<file path="config.mk">
export PLATFORM = sky130hd
export DESIGN_NAME = regfile_wb_scheduler_flat
export DESIGN_NICKNAME = d
export VERILOG_FILES = /design/src/rtl/cpu_pkg.sv /design/src/rtl/regfile_wb_scheduler_if.sv /design/src/rtl/rr_arbiter2.sv /design/src/rtl/regfile_wb_scheduler.sv /design/src/flat_wrapper.sv
export SDC_FILE = /design/constraint.sdc
export NUM_CORES = 1
export LEC_CHECK = 0
export BUFFER_PORTS_ARGS = -buffer_cell sky130_fd_sc_hd__buf_4
export CAP_MARGIN = 20
export CORE_AREA = 2 2 137 86
export DETAILED_ROUTE_END_ITERATION = 8
export DIE_AREA = 0 0 139 88
export PLACE_DENSITY = 0.71
export SYNTH_ARGS = -nofsm -noshare
export SYNTH_HDL_FRONTEND = slang
export SYNTH_SLANG_ARGS = --single-unit
</file>
<file path="constraint.sdc">
create_clock -name clk -period 5.6 [get_ports clk]
set_input_delay 0.56 -clock clk [delete_from_list [all_inputs] [get_ports clk]]
set_output_delay 0.56 -clock clk [all_outputs]
set_load 0.01 [all_outputs]
</file>
<file path="src/rtl/cpu_pkg.sv">
// +------------------------------------------------------------------+
// | cpu_pkg: shared widths, types and grant encodings. Rev 1.0        |
// +------------------------------------------------------------------+
`default_nettype none

package cpu_pkg;

  localparam int N            = 32;
  localparam int AW           = 4;
  localparam int NREG         = 16;
  localparam int MAX_INFLIGHT = 8;
  localparam int CW           = 4;

  // Bit positions of the one-hot writeback grant vector
  localparam int GNT_ALU = 0;
  localparam int GNT_MEM = 1;

  typedef logic [AW-1:0]   reg_idx_t;
  typedef logic [N-1:0]    word_t;
  typedef logic [NREG-1:0] reg_mask_t;
  typedef logic [CW-1:0]   count_t;

endpackage

`default_nettype wire

</file>
<file path="src/rtl/regfile_wb_scheduler_if.sv">
// +------------------------------------------------------------------+
// | regfile_wb_scheduler_if: issue, writeback and bank signals. Rev 1.0 |
// +------------------------------------------------------------------+
`default_nettype none

interface regfile_wb_scheduler_if;
  import cpu_pkg::*;

  logic      issue_valid;
  reg_idx_t  issue_d;
  reg_idx_t  issue_s1;
  reg_idx_t  issue_s2;
  logic      issue_ready;

  logic      alu_wb_valid;
  reg_idx_t  alu_wb_rd;
  word_t     alu_wb_data;
  logic      alu_wb_ready;

  logic      mem_wb_valid;
  reg_idx_t  mem_wb_rd;
  word_t     mem_wb_data;
  logic      mem_wb_ready;

  logic      wr_en;
  reg_idx_t  wr_addr;
  word_t     wr_data;
  reg_mask_t busy;
  count_t    inflight;
  logic      wb_err;

  modport master (
    output issue_valid, issue_d, issue_s1, issue_s2,
    output alu_wb_valid, alu_wb_rd, alu_wb_data,
    output mem_wb_valid, mem_wb_rd, mem_wb_data,
    input  issue_ready, alu_wb_ready, mem_wb_ready,
    input  wr_en, wr_addr, wr_data, busy, inflight, wb_err
  );

  modport slave (
    input  issue_valid, issue_d, issue_s1, issue_s2,
    input  alu_wb_valid, alu_wb_rd, alu_wb_data,
    input  mem_wb_valid, mem_wb_rd, mem_wb_data,
    output issue_ready, alu_wb_ready, mem_wb_ready,
    output wr_en, wr_addr, wr_data, busy, inflight, wb_err
  );

endinterface

`default_nettype wire

</file>
<file path="src/rtl/rr_arbiter2.sv">
// +------------------------------------------------------------------+
// | rr_arbiter2: two-requester round-robin, one-hot grant. Rev 1.0    |
// +------------------------------------------------------------------+
`default_nettype none

module rr_arbiter2
  import cpu_pkg::*;
(
  input  logic       clk,
  input  logic       rst,
  input  logic [1:0] req,
  output logic [1:0] gnt
);

  // Winner of the most recent contested cycle; reset value lets ALU win first
  logic r_last_mem;

  always_comb begin
    gnt = 2'b00;
    case (req)
      2'b01:   gnt[GNT_ALU] = 1'b1;
      2'b10:   gnt[GNT_MEM] = 1'b1;
      2'b11: begin
        gnt[GNT_ALU] = r_last_mem;
        gnt[GNT_MEM] = !r_last_mem;
      end
      default: gnt = 2'b00;
    endcase
  end

  always_ff @(posedge clk or posedge rst) begin
    if (rst) begin
      r_last_mem <= 1'b1;
    end else if (req == 2'b11) begin
      r_last_mem <= gnt[GNT_MEM];
    end
  end

endmodule

`default_nettype wire

</file>
<file path="src/rtl/regfile_wb_scheduler.sv">
// +------------------------------------------------------------------+
// | regfile_wb_scheduler: busy scoreboard, issue gating, wb port. 1.0 |
// +------------------------------------------------------------------+
`default_nettype none

module regfile_wb_scheduler
  import cpu_pkg::*;
(
  input  logic                 clk,
  input  logic                 rst,
  regfile_wb_scheduler_if.slave bus
);

  localparam reg_mask_t c_ONE_HOT0 = reg_mask_t'(1);

  logic      r_wr_en;
  reg_idx_t  r_wr_addr;
  word_t     r_wr_data;
  reg_mask_t r_busy;
  count_t    r_inflight;
  logic      r_wb_err;

  logic [1:0] w_req;
  logic [1:0] w_gnt;
  logic       w_gnt_any;
  logic       w_gnt_ok;
  reg_idx_t   w_gnt_rd;
  word_t      w_gnt_data;
  logic       w_issue_ready;
  logic       w_issue_fire;
  reg_mask_t  w_set;
  reg_mask_t  w_clr;
  count_t     w_inflight_nxt;

  assign w_req[GNT_ALU] = bus.alu_wb_valid;
  assign w_req[GNT_MEM] = bus.mem_wb_valid;

  rr_arbiter2 u_arb (
    .clk (clk),
    .rst (rst),
    .req (w_req),
    .gnt (w_gnt)
  );

  assign w_gnt_any  = |w_gnt;
  assign w_gnt_rd   = w_gnt[GNT_MEM] ? bus.mem_wb_rd   : bus.alu_wb_rd;
  assign w_gnt_data = w_gnt[GNT_MEM] ? bus.mem_wb_data : bus.alu_wb_data;
  // A grant to a register nobody is waiting on is consumed but never written
  assign w_gnt_ok   = w_gnt_any && r_busy[w_gnt_rd];

  assign w_issue_ready = !r_busy[bus.issue_s1] && !r_busy[bus.issue_s2] &&
                         !r_busy[bus.issue_d] &&
                         (r_inflight < count_t'(MAX_INFLIGHT));
  assign w_issue_fire  = bus.issue_valid && w_issue_ready;

  assign w_set = w_issue_fire ? (c_ONE_HOT0 << bus.issue_d) : '0;
  assign w_clr = r_wr_en      ? (c_ONE_HOT0 << r_wr_addr)   : '0;

  always_comb begin
    w_inflight_nxt = r_inflight;
    case ({w_issue_fire, r_wr_en})
      2'b10:   w_inflight_nxt = r_inflight + count_t'(1);
      2'b01:   w_inflight_nxt = r_inflight - count_t'(1);
      default: w_inflight_nxt = r_inflight;
    endcase
  end

  always_ff @(posedge clk or posedge rst) begin
    if (rst) begin
      r_wr_en    <= 1'b0;
      r_wr_addr  <= '0;
      r_wr_data  <= '0;
      r_busy     <= '0;
      r_inflight <= '0;
      r_wb_err   <= 1'b0;
    end else begin
      r_wr_en <= w_gnt_ok;
      if (w_gnt_ok) begin
        r_wr_addr <= w_gnt_rd;
        r_wr_data <= w_gnt_data;
      end
      if (w_gnt_any && !w_gnt_ok) begin
        r_wb_err <= 1'b1;
      end
      r_busy     <= (r_busy & ~w_clr) | w_set;
      r_inflight <= w_inflight_nxt;
    end
  end

  assign bus.issue_ready  = w_issue_ready;
  assign bus.alu_wb_ready = w_gnt[GNT_ALU];
  assign bus.mem_wb_ready = w_gnt[GNT_MEM];
  assign bus.wr_en        = r_wr_en;
  assign bus.wr_addr      = r_wr_addr;
  assign bus.wr_data      = r_wr_data;
  assign bus.busy         = r_busy;
  assign bus.inflight     = r_inflight;
  assign bus.wb_err       = r_wb_err;

endmodule

`default_nettype wire

</file>
<file path="src/flat_wrapper.sv">
// flat-port wrapper written by rule: the top's interface ports become plain ports
module regfile_wb_scheduler_flat import cpu_pkg::*;
  (clk, rst, bus_issue_valid, bus_issue_d, bus_issue_s1, bus_issue_s2, bus_alu_wb_valid, bus_alu_wb_rd, bus_alu_wb_data, bus_mem_wb_valid, bus_mem_wb_rd, bus_mem_wb_data, bus_issue_ready, bus_alu_wb_ready, bus_mem_wb_ready, bus_wr_en, bus_wr_addr, bus_wr_data, bus_busy, bus_inflight, bus_wb_err);
  regfile_wb_scheduler_if bus_i ();
  input  logic clk;
  input  logic rst;
  input wire logic [$bits(bus_i.issue_valid)-1:0] bus_issue_valid;
  input wire logic [$bits(bus_i.issue_d)-1:0] bus_issue_d;
  input wire logic [$bits(bus_i.issue_s1)-1:0] bus_issue_s1;
  input wire logic [$bits(bus_i.issue_s2)-1:0] bus_issue_s2;
  input wire logic [$bits(bus_i.alu_wb_valid)-1:0] bus_alu_wb_valid;
  input wire logic [$bits(bus_i.alu_wb_rd)-1:0] bus_alu_wb_rd;
  input wire logic [$bits(bus_i.alu_wb_data)-1:0] bus_alu_wb_data;
  input wire logic [$bits(bus_i.mem_wb_valid)-1:0] bus_mem_wb_valid;
  input wire logic [$bits(bus_i.mem_wb_rd)-1:0] bus_mem_wb_rd;
  input wire logic [$bits(bus_i.mem_wb_data)-1:0] bus_mem_wb_data;
  output wire logic [$bits(bus_i.issue_ready)-1:0] bus_issue_ready;
  output wire logic [$bits(bus_i.alu_wb_ready)-1:0] bus_alu_wb_ready;
  output wire logic [$bits(bus_i.mem_wb_ready)-1:0] bus_mem_wb_ready;
  output wire logic [$bits(bus_i.wr_en)-1:0] bus_wr_en;
  output wire logic [$bits(bus_i.wr_addr)-1:0] bus_wr_addr;
  output wire logic [$bits(bus_i.wr_data)-1:0] bus_wr_data;
  output wire logic [$bits(bus_i.busy)-1:0] bus_busy;
  output wire logic [$bits(bus_i.inflight)-1:0] bus_inflight;
  output wire logic [$bits(bus_i.wb_err)-1:0] bus_wb_err;
  assign bus_i.issue_valid = bus_issue_valid;
  assign bus_i.issue_d = bus_issue_d;
  assign bus_i.issue_s1 = bus_issue_s1;
  assign bus_i.issue_s2 = bus_issue_s2;
  assign bus_i.alu_wb_valid = bus_alu_wb_valid;
  assign bus_i.alu_wb_rd = bus_alu_wb_rd;
  assign bus_i.alu_wb_data = bus_alu_wb_data;
  assign bus_i.mem_wb_valid = bus_mem_wb_valid;
  assign bus_i.mem_wb_rd = bus_mem_wb_rd;
  assign bus_i.mem_wb_data = bus_mem_wb_data;
  assign bus_issue_ready = bus_i.issue_ready;
  assign bus_alu_wb_ready = bus_i.alu_wb_ready;
  assign bus_mem_wb_ready = bus_i.mem_wb_ready;
  assign bus_wr_en = bus_i.wr_en;
  assign bus_wr_addr = bus_i.wr_addr;
  assign bus_wr_data = bus_i.wr_data;
  assign bus_busy = bus_i.busy;
  assign bus_inflight = bus_i.inflight;
  assign bus_wb_err = bus_i.wb_err;
  regfile_wb_scheduler u_core (.clk(clk), .rst(rst), .bus(bus_i));
endmodule
</file>
## Word level (Yosys, flattened, before mapping)

Index checks and enable logic that the tools add are counted.

| word-level totals | value |
|---|---|
| register bits | 59 |
| input bits | 89 |
| logic and storage cells | 52 |

| operators by class | value |
|---|---|
| $add $sub $neg | 2 |
| order comparisons | 5 |
| equal/unequal tests | 5 |
| shifts and indexed selects | 2 |
| muxes and demuxes | 15 |
| bitwise logic cells | 3 |
| reduce and logical (&&, ||, !) cells | 13 |

Operators by type and width:

| operator | count |
|---|---|
| 16-bit two-way mux | 2 |
| 32-bit two-way mux | 1 |
| 1-bit by 4-bit << shifter with 16-bit output, first input constant | 2 |
| 4-bit by 5-bit < comparator with 1-bit output, second input constant | 4 |
| 16-bit AND | 1 |
| 1-bit binary-select mux with 4-bit select | 4 |
| 16-bit inverter | 1 |
| 16-bit OR | 1 |
| 4-bit case mux with 2 select lines | 1 |
| 2-bit equality test, second input constant | 3 |
| 1-bit logical AND | 6 |
| 1-bit logical NOT | 5 |
| 4-bit by 1-bit adder with 4-bit output, second input constant | 1 |
| 2-bit by 1-bit equality test with 1-bit output, second input constant | 2 |
| 4-bit < comparator, second input constant | 1 |
| 1-bit two-way mux | 4 |
| 4-bit two-way mux | 1 |
| 1-bit case mux with 2 select lines | 2 |
| 4-bit by 1-bit subtractor with 4-bit output, second input constant | 1 |
| 2-bit nonzero test | 1 |
| 2-bit OR reduction | 1 |

## Logic depth before layout (Yosys ltp)

Gate-level depths: netlist of the first run.

| depth | value |
|---|---|
| depth after elaboration | 9 |
| gate-level depth with buffers | 13 |
| depth with buffers taken out | 12 |

## By module

A second synthesis of the first run with hierarchy kept.

| unflattened totals | value |
|---|---|
| cell total of the unflattened synthesis | 272 |
| area, all modules | 3,565.9 µm² |

Modules (own cells, without submodules):

| module | times used | cells each | area each (µm²) | sequential area each (µm²) |
|---|---|---|---|---|
| regfile_wb_scheduler | 1 | 265 | 3,504.6 | 1,451.4 |
| rr_arbiter2 | 1 | 7 | 61.3 | 26.3 |

## Worst setup path after synthesis of the first run

OpenSTA, ideal clock, no wires.

| path | value |
|---|---|
| kind | input port to flip-flop |
| start point | input bus_issue_d[0] |
| end point | register u_core.r_inflight[3] (netlist: u_core.bus.inflight[3]) |
| library setup time | 0.131 ns |
| arrival | 3.266 ns |
| data required time | 5.469 ns |
| path slack | 2.203 ns |
| stages on the path | 13 |
| cell sequence | buf_4 > mux4_2 > nor2b_1 > a211oi_2 > o21ai_2 > or4_1 > ha_1 > ha_1 > a21o_1 > a21oi_1 > xnor2_1 > nor2_1 > xor2_1 |

| between the ends | value |
|---|---|
| word-level cells in the longest chain between the ends | 8 |
| elaborated cells on any way between the ends | 10 |
| those cells by class | 2 x eq/ne; 3 x mux; 5 x reduce/logical |

RTL lines:

| item | RTL line | RTL |
|---|---|---|
| from (decl) | flat_wrapper.sv:8 | `input wire logic [$bits(bus_i.issue_d)-1:0] bus_issue_d;` |
| 1-bit binary-select mux with 4-bit select * | regfile_wb_scheduler.sv:52 | `!r_busy[bus.issue_d] &&` |
| 1-bit two-way mux (implied by the code) * | regfile_wb_scheduler.sv:52 |  |
| 1-bit logical NOT * | regfile_wb_scheduler.sv:52 |  |
| 1-bit logical AND * | regfile_wb_scheduler.sv:51 | `assign w_issue_ready = !r_busy[bus.issue_s1] && !r_busy[bus.issue_s2] &&` |
| 1-bit logical AND * | regfile_wb_scheduler.sv:52 |  |
| 1-bit logical AND * | regfile_wb_scheduler.sv:54 | `assign w_issue_fire = bus.issue_valid && w_issue_ready;` |
| 2-bit by 1-bit equality test with 1-bit output or 2-bit equality test (tied branches) | regfile_wb_scheduler.sv:61 | `case ({w_issue_fire, r_wr_en})` |
| 4-bit case mux with 2 select lines or 2-bit nonzero test (tied branches) | - |  |
| to (signal assigned) | regfile_wb_scheduler.sv:86 | `r_inflight <= w_inflight_nxt;` |
| to (decl) | regfile_wb_scheduler.sv:20 | `count_t r_inflight;` |

Every way passes the cells marked *; elsewhere a longest branch is shown, timed or not. The select of a mux whose other input is x is not followed.
A chain may end at the register's enable or synchronous reset.

## Final worst setup path of the first run

| path | value |
|---|---|
| start point | register u_core.r_busy[2] (netlist: u_core.bus.busy[2]) |
| end point | register u_core.r_inflight[3] (netlist: u_core.bus.inflight[3]) |

| between the ends | value |
|---|---|
| word-level cells in the longest chain between the ends | 9 |
| elaborated cells on any way between the ends | 17 |
| those cells by class | 2 x eq/ne; 7 x mux; 8 x reduce/logical |

RTL lines:

| item | RTL line | RTL |
|---|---|---|
| from (decl) | regfile_wb_scheduler.sv:19 | `reg_mask_t r_busy;` |
| from (signal assigned) | regfile_wb_scheduler.sv:85 | `r_busy <= (r_busy & ~w_clr) \| w_set;` |
| 1-bit binary-select mux with 4-bit select | regfile_wb_scheduler.sv:51 |  |
| 1-bit two-way mux (implied by the code) | regfile_wb_scheduler.sv:51 |  |
| 1-bit logical NOT | regfile_wb_scheduler.sv:51 |  |
| 1-bit logical AND | regfile_wb_scheduler.sv:51 |  |
| 1-bit logical AND * | regfile_wb_scheduler.sv:51 |  |
| 1-bit logical AND * | regfile_wb_scheduler.sv:52 |  |
| 1-bit logical AND * | regfile_wb_scheduler.sv:54 |  |
| 2-bit by 1-bit equality test with 1-bit output or 2-bit equality test (tied branches) | regfile_wb_scheduler.sv:61 |  |
| 4-bit case mux with 2 select lines or 2-bit nonzero test (tied branches) | - |  |

Marked as above.

==> results of run 1 <==
-- final cells by class --
class                      instances  share of cell area
clock buffer                      12              0.0495
clock inverter                     4              0.0176
timing repair buffer             154               0.218
multi-input combinational        291               0.400
tap                              144              0.0334
sequential                        59               0.274
inverter                          10             0.00697
-- cell families (layout without fill, tap and decap cells) --
| logic type | Yosys count | in the layout |
|---|---|---|
| fa+ha+maj | 4 | 4 |
| mux | 71 | 71 |
| flops | 59 | 59 |
| buf+inv | 27 | 180 |
| simple gates | 158 | 158 |
| xor+xnor | 5 | 5 |
| compound gates | 53 | 53 |
-- metal layers --
| layer | part of all wire | vias to the layer above |
|---|---|---|
| met2 | 0.44 | 156 |
| li1 | - | 1642 |
| met1 | 0.45 | 1681 |
| met4 | 0.012 | 0 |
| met5 | 0 | - |
| met3 | 0.093 | 13 |
-- stage by stage --
step                hold WS (ns)   util  cell area [um2]
CTS                        0.477  0.492             5390
global route               0.484  0.492             5390
floorplan                  0.483      -             3750
finish                     0.459  0.492             5390
detailed placement         0.464  0.459             5030
global placement           0.463  0.456             5000
-- tightest hold or removal path: cells and delay by family --
family   cells  cell delay [ns]
buf+inv      3             0.73
-- how the worst max path moves through the flow --
stage,startpoint,slack (ns),endpoint
final,u_core.bus.busy[2],1.99,u_core.bus.inflight[3]
after global routing,u_core.bus.busy[10],1.83,u_core.bus.inflight[3]
after CTS,u_core.bus.busy[2],1.98,u_core.bus.inflight[3]
after detailed placement,bus_issue_s2[0],1.79,u_core.bus.inflight[3]
after global placement,bus_issue_s2[0],1.90,u_core.bus.inflight[3]
after floorplan,bus_issue_d[0],2.20,u_core.bus.inflight[3]
-- where the power goes --
group | total [mW] | leakage [nW] | switching (mW) | internal, mW
clock network | 0.656 | 0.179 | 0.186 | 0.470
logic | 1.32 | 1.73 | 0.604 | 0.717
registers | 0.915 | 0.705 | 0.274 | 0.641
total | 2.89 | 2.62 | 1.06 | 1.83
-- registers in the layout (all words and copies together), names as in the netlist --
| register | count |
|---|---|
| u_core.bus.busy | 16 |
| u_core.bus.wr_en | 1 |
| u_core.u_arb.r_last_mem | 1 |
| u_core.bus.wr_data | 32 |
| u_core.bus.wr_addr | 4 |
| u_core.bus.wb_err | 1 |
| u_core.bus.inflight | 4 |
-- synth_stat cells, types with 3 or more instances --
master	n
nand2_1	113
dfrtp_1	58
mux2_2	37
o21ai_0	22
mux2i_1	21
inv_1	10
mux4_2	8
nand3_1	7
nor2_1	7
o41ai_1	7
a21oi_1	5
clkbuf_1	5
nand3b_1	5
nor2b_1	5
a22oi_1	4
buf_2	4
buf_4	4
mux4_1	4
o41ai_2	4
or3_1	4
buf_1	3
ha_1	3
nand2b_1	3
nand4_1	3
or2_2	3
xnor2_1	3
==> reports/results.md, run 1 <==
| Stage | Item | Reported |
|---|---|---|
| run status | Outcome | finished clean |
| grt | GR Util met3 | 0.0793 |
| synthesis | Nets in the synthesized netlist | 470 |
| clocking | Maximum count of clock buffers along a single path | 2 |
| grt | Grt met2 use | 0.280 |
| final layout | Multi-input logic area | 0.00215 mm2 |
| sta | Layout Skew | 0.00707 ns |
| synthesis | Synth top area share | 0.387 |
| run | Number of max-capacitance violations reported | 0 |
| synthesis | Share of synthesized area occupied by flip-flops and latches | 0.394 |
| final layout | Layout overhead on the synthesized area | 43.7% |
| worst setup path | Worst setup EP type | register |
| die | Die Outline Area | 0.0122 mm2 |
| die | Row cnt | 30 |
| final layout | Most common library cell in the layout ignoring fill and taps | buf_4 |
| power | Cell Pwr Density | 537 mW/mm2 |
| worst setup path | Number of gates on the worst path with buffers counted | 13 |
| sta | Final Worst Setup Slack | 1.99 ns |
| synthesis | Unique cell type count in the Yosys netlist | 47 |
| synthesis | Asr flop ratio synth | 1.00 |
| synthesis | Largest family of logic cells by synthesized area | multiplexers |
| synthesis | Yosys warning total | 0 |
| place | Post-placement setup slack | 1.79 ns |
| worst setup path | Crit-path most repeated cell | ha_1 |
| die | Die Span X | 139 um |
| synthesis | Post-synthesis mux area share | 0.249 |
| synthesis | Synth Register Bits | 59 |
| grt | Grt total ovfl | 0 |
| power | Max rail drop VDD | 209 uV |
| sta | Count of endpoints failing hold in the final timing report | 0 |
| synthesis | Biggest area contributors in the synthesized netlist | dfrtp_1 39%, nand2_1 11%, mux2_2 11% |
| synthesis | Fraction of the mapped netlist area in compound gates | 0.110 |
| worst setup path | Critical-path cell list | mux4_1 -> mux2_2 -> mux2i_4 -> o21ai_2 -> buf_4 -> or4_1 -> ha_1 -> ha_1 -> a21o_1 -> a21oi_1 -> xnor2_1 -> nor2_1 -> xor2_1 |
| grt | Busiest metal layer after global routing | met2 |
| worst setup path | RR Startpoint | u_core.bus.busy[2] |
| sta | Total Neg Setup Slack | 0 ns |
| worst setup path | Slowest-stage cell, CP | mux4_1 |
| synthesis | Dominant register cell in the synthesized netlist | dfrtp_1 |
| hold path | Worst hold path class | input port to async pin |
| synthesis | Fraction of synthesized cell area in xor and xnor cells | 0.0117 |
| sta | Unrepaired setup endpoints after global routing | no |
| clocking | CTS H-tree depth | 3 |
| worst setup path | Capture point of the worst reg-to-reg path | u_core.bus.inflight[3] |
| worst setup path | Maximum fanout count along the critical path | 18 |
| sta | Final period utilization | 0.645 |
| worst setup path | Critical Path AT | 3.81 ns |
| place | Final HPWL from detailed placement | 8.49 mm |
| grt | Pin count of the biggest net entering global routing | 60 |
| synthesis | Average cell area after synthesis | 9.95 um2 |
| clocking | Number of buffers added by the clock tree synthesis step | 9 |
| synthesis | Post-Syn Instances | 377 |
| final layout | Fraction of layout cells with a size suffix above 1 | 0.436 |
| clocking | Hold_buf cts | 0 |
| route | Initial DRC count | 265 |
| die | Effective utilization at floorplan | 0.342 |
| worst setup path | Worst stage delay on the critical path | 0.55 ns |
| final layout | Seq. cell area | 0.00148 mm2 |
| route | Routed len/inst | 16.8 um |
| clocking | CTS clk-pin slew, worst paths | 0.05 ns |
| final layout | Number of filler instances in the final layout | 1,003 |
| final layout | Diode insertion count for antenna repair | 0 |
| worst setup path | Combined buffer and inverter count along the critical path | 1 |
| synthesis | Post-synthesis adder-cell area fraction | 0.0153 |
| sta | Final number of setup-violating endpoints | 0 |
| worst setup path | Critical setup path kind | register to register |
| clocking | Clock insertion delay at the later pin of the skew report | 0.32 ns |
| sta | Pins over their slew limit | 0 |
| final layout | Leading cell types in the layout, fill and taps excluded | 153 x buf_4, 113 x nand2_1, 58 x dfrtp_1 |
| sta | Worst-Margin Slew | 0.786 ns |
| synthesis | Number of flops mapped to enable cells by yosys | 0 |
| synthesis | Area of the mapped netlist | 0.00375 mm2 |
| sta | Minimum clock period after layout | 3.61 ns |
| worst setup path | R2r worst-path depth | 13 |
| worst setup path | Worst reg2reg setup slack | 1.99 ns |
| clocking | CTS tree | yes |
| die | Placeable core region | 0.0110 mm2 |
| final layout | Number of cells in the finished layout apart from fillers | 674 |
| die | Ports placed on the boundary | 150 |
| route | Final Routed Wirelength | 11.3 mm |
| grt | Combined global-route utilization of all metal layers | 0.189 |
| route | DR vias | 3,492 |
| route | Detailed-routing iteration count for the pre-antenna-repair pass | 4 |
| grt | Initial antenna violation count | 0 |
| worst setup path | Required time at the endpoint of the critical path | 5.79 ns |
| route | Vias per cell | 5.18 |
| place | Routability-driven placement congestion ratio | 0.968 |
| grt | Met1 layer usage reported by global route | 0.254 |
| clocking | Number of cells upsized or downsized after cts | 0 |
| sta | Max-Slew Margin vs Limit | 0.476 |
| die | Die Height | 88 um |
| synthesis | Synth Area in Simple Gates | 0.186 |
| grt | Wire length of the first global-routing pass | 18.0 mm |
| final layout | Number of nets in the finished design | 618 |
| grt | Via count of the first global-routing pass | 3,435 |
| place | Number of port buffers | 149 |
| route | Post-detailed-route count of antenna-violating nets | 0 |
| worst setup path | Type of origin of the critical path | register |
| sta | Maximum clock rate | 277 MHz |
| power | Total Power | 2.89 mW |
| clocking | Clk Tree Root Cell | clkbuf_16 |
| place | Placed instance count | 658 |
| clocking | Clock sink total | 59 |
| clocking | Post-CTS setup buffer count | 0 |
| synthesis | Cell type with the highest aggregate area in the netlist | dfrtp_1 |
| power | Static Leakage | 2.62 nW |
| worst setup path | Dominant delay contributor by cell family on the critical path | multiplexers |
| route | Number of design rule violations left after detail routing | 0 |
Note: power is estimated with default switching activity, not from simulation.
==> run 2, diff against run 1 <==
==> constraint.sdc (replaced) <==
create_clock -name clk -period 3.6 [get_ports clk]
set_input_delay 0.36 -clock clk [delete_from_list [all_inputs] [get_ports clk]]
set_output_delay 0.36 -clock clk [all_outputs]
set_load 0.01 [all_outputs]
==> run 2 against run 1 <==
  * Clock skew rose by 0.00099 ns
  * First-iteration DRC count rose by 14%
  * Combinational power rose by 69%
  * Total power rose by 54%
  * Clock power rose by 38%
  * Critical endpoint unchanged
==> reports/results.md, run 2 (synthesized netlist as in run 1, its figures left out) <==
| Stage | Item | Reported | Change |
|---|---|---|---|
| final layout | Number of nets in the finished design | 626 | +1.3% |
| clocking | Number of buffers added by the clock tree synthesis step | 9 | unchanged |
| die | Placeable core region | 0.0110 mm2 | unchanged |
| die | Die Outline Area | 0.0122 mm2 | unchanged |
| die | Ports placed on the boundary | 150 | unchanged |
| place | Placed instance count | 664 | +0.91% |
| grt | Pin count of the biggest net entering global routing | 48 | -20% |
| place | Routability-driven placement congestion ratio | 0.961 | -0.75% |
| sta | Count of endpoints failing hold in the final timing report | 0 | unchanged |
| final layout | Largest register FFs | 32 | unchanged |
| route | Number of design rule violations left after detail routing | 0 | unchanged |
| final layout | Fraction of layout cells with a size suffix above 1 | 0.442 | +0.00653 |
| grt | Initial antenna violation count | 0 | unchanged |
| final layout | Most common library cell in the layout ignoring fill and taps | buf_4 |  |
| clocking | Maximum count of clock buffers along a single path | 2 | unchanged |
| place | Final HPWL from detailed placement | 9.25 mm | +8.9% |
| clocking | CTS H-tree depth | 3 | unchanged |
| clocking | CTS clk-pin slew, worst paths | 0.05 ns | about the same |
| power | Flop pwr share | 0.297 | -0.020 |
| clocking | CTS tree | yes |  |
| worst setup path | Critical Path AT | 3.62 ns | -0.19 ns |
| sta | Final number of setup-violating endpoints | 0 | unchanged |
| die | Row cnt | 30 | unchanged |
| worst setup path | Critical-path cell list | mux4_1 -> mux2_2 -> mux2i_4 -> o21ai_2 -> or4_1 -> ha_1 -> ha_1 -> a21o_1 -> a21oi_1 -> xnor2_1 -> nor2_1 -> xor2_1 |  |
| worst setup path | Worst setup EP type | register |  |
| die | Effective utilization at floorplan | 0.342 | unchanged |
| power | Net switching power | 1.70 mW | +60% |
| final layout | Leading cell types in the layout, fill and taps excluded | 159 x buf_4, 113 x nand2_1, 58 x dfrtp_1 |  |
| sta | Final period utilization | 0.951 | +0.306 |
| sta | Max-Slew Margin vs Limit | 0.613 | +0.137 |
| run | Number of max-capacitance violations reported | 0 | unchanged |
| worst setup path | Required time at the endpoint of the critical path | 3.79 ns | -2.00 ns |
| sta | Total Neg Setup Slack | 0 ns | unchanged |
| final layout | Diode insertion count for antenna repair | 0 | unchanged |
| worst setup path | Combined buffer and inverter count along the critical path | 0 | -1 |
| worst setup path | Dominant delay contributor by cell family on the critical path | multiplexers |  |
| route | Detailed-routing iteration count for the pre-antenna-repair pass | 5 | +1 |
| sta | Smallest hold slack | 0.294 ns | -0.165 ns |
| worst setup path | Maximum fanout count along the critical path | 7 | -11 |
| final layout | Number of filler instances in the final layout | 1,041 | +3.8% |
| die | Die Height | 88 um | unchanged |
| worst setup path | Type of origin of the critical path | register |  |
| die | Die Span X | 139 um | unchanged |
| route | Final Routed Wirelength | 12.0 mm | +6.1% |
| hold path | Worst hold path class | input port to register |  |
| route | Vias per cell | 5.20 | +0.41% |
| clocking | Clk Tree Root Cell | clkbuf_16 |  |
| power | Max rail drop VDD | 269 uV | +29% |
| sta | Final Worst Setup Slack | 0.177 ns | -1.81 ns |
| clocking | Post-CTS setup buffer count | 0 | unchanged |
| route | Routed len/inst | 17.6 um | +4.9% |
| sta | Minimum clock period after layout | 3.42 ns | -0.189 ns |
| place | Number of port buffers | 149 | unchanged |
| route | Initial DRC count | 301 | +14% |
| worst setup path | Slowest-stage cell, CP | or4_1 |  |
| power | Internal power of the cells | 2.75 mW | +51% |
| power | Proportion of total power due to net switching | 0.382 | +0.0144 |
| sta | Maximum clock rate | 292 MHz | +5.5% |
| grt | Combined global-route utilization of all metal layers | 0.199 | +0.0102 |
| grt | Wire length of the first global-routing pass | 19.0 mm | +5.3% |
| final layout | Number of cells in the finished layout apart from fillers | 682 | +1.2% |
| power | Proportion of power drawn by the clock network | 0.204 | -0.023 |
| worst setup path | Critical setup path kind | register to register |  |
| clocking | Clock insertion delay at the later pin of the skew report | 0.32 ns | about the same |
| sta | Pins over their slew limit | 0 | unchanged |
| power | Static Leakage | 2.62 nW | +0.30% |
| run status | Outcome | finished clean |  |
| power | Comb pwr share | 0.500 | +0.043 |
| final layout | Final core utilization | 0.494 | +0.00217 |
| worst setup path | Worst stage delay on the critical path | 0.54 ns | about the same |
| sta | Layout Skew | 0.00806 ns | +0.000987 ns |
| sta | Unrepaired setup endpoints after global routing | no |  |
| clocking | Clock sink total | 59 | unchanged |
| power | Cell Pwr Density | 824 mW/mm2 | +54% |
| grt | Via count of the first global-routing pass | 3,527 | +2.7% |
| route | DR vias | 3,548 | +1.6% |
| final layout | Layout overhead on the synthesized area | 44.3% |  |
| grt | Grt total ovfl | 0 | unchanged |
| sta | Worst-Margin Slew | 0.577 ns | -0.208 ns |
| worst setup path | Crit-path most repeated cell | ha_1 |  |
| route | Post-detailed-route count of antenna-violating nets | 0 | unchanged |
| place | Post-placement setup slack | 0.133 ns | -1.66 ns |
-- run 2: cell types whose count changed in the layout (fill, tap and decap cells not counted) --
cell,previous run,this run
dlygate4sd3_1,0,1
clkbuf_8,3,0
clkinv_2,1,2
buf_12,0,2
buf_16,1,0
bufinv_16,3,2
buf_4,153,159
clkinvlp_4,0,3
-- run 2: timing repair --
item,in CTS,in global routing
hold endpoints to repair,0,8
hold buffers,0,1
resized for setup,0,0
-- run 2: tightest hold or removal path, delay by kind of cell --
family / cells / cell delay [ns]
AND/OR/NAND/NOR: 1 / 0.06
buffers and inverters: 1 / 0.12
XOR/XNOR: 1 / 0.06
-- run 2: path summary, 6_finish.rpt --
| path | from | endpoint | slack (ns) | depth (start not counted) |
|---|---|---|---|---|
| min reg2reg | u_core.bus.wb_err | u_core.bus.wb_err | 0.47 | 1 |
| min in group asynchronous | rst | u_core.bus.wr_data[22] | 0.51 | 3 |
| max in group asynchronous | rst | u_core.bus.wr_data[9] | 2.36 | 5 |
| max reg2reg | u_core.bus.busy[2] | u_core.bus.inflight[3] | 0.18 | 12 |
| min | bus_mem_wb_valid | u_core.u_arb.r_last_mem | 0.29 | 3 |
| max | u_core.bus.busy[2] | u_core.bus.inflight[3] | 0.18 | 12 |
-- run 2: area by class of cell --
type | instances | area (um2) | share of cell area
sequential | 59 | 1480 | 0.273
tap | 144 | 180 | 0.0333
inverter | 10 | 37.5 | 0.00694
timing repair buffer | 162 | 1240 | 0.230
multi-input combinational | 291 | 2150 | 0.398
clock buffer | 9 | 225 | 0.0416
clock inverter | 7 | 92.6 | 0.0171
-- run 2: metrics by stage --
step                      area [um2]  total power [mW]
final                           5410              4.46
after global routing            5410              4.74
after CTS                       5380              4.47
after detailed placement        5060              3.54
after global placement          5040              3.47
after floorplan                 3750              2.49
-- run 2: power groups by stage --
stage	Clock [mW]	Combinational [mW]	Sequential (mW)
6_report	0.907	2.23	1.32
3_3_place_gp	0	2.17	1.29
5_1_grt	0.958	2.40	1.38
2_1_floorplan	0	1.07	1.41
3_5_place_dp	0	2.22	1.32
4_1_cts	0.931	2.23	1.32
-- run 2: routing by layer --
| metal | global-route usage | vias up | wire length [um] | share of wire |
|---|---|---|---|---|
| li1 | - | 1660 | - | - |
| met1 | 0.269 | 1707 | 5340 | 0.44 |
| met2 | 0.301 | 169 | 5360 | 0.45 |
| met3 | 0.0689 | 12 | 1160 | 0.096 |
| met4 | 0.0661 | 0 | 161 | 0.013 |
| met5 | 0 | - | 0 | 0 |
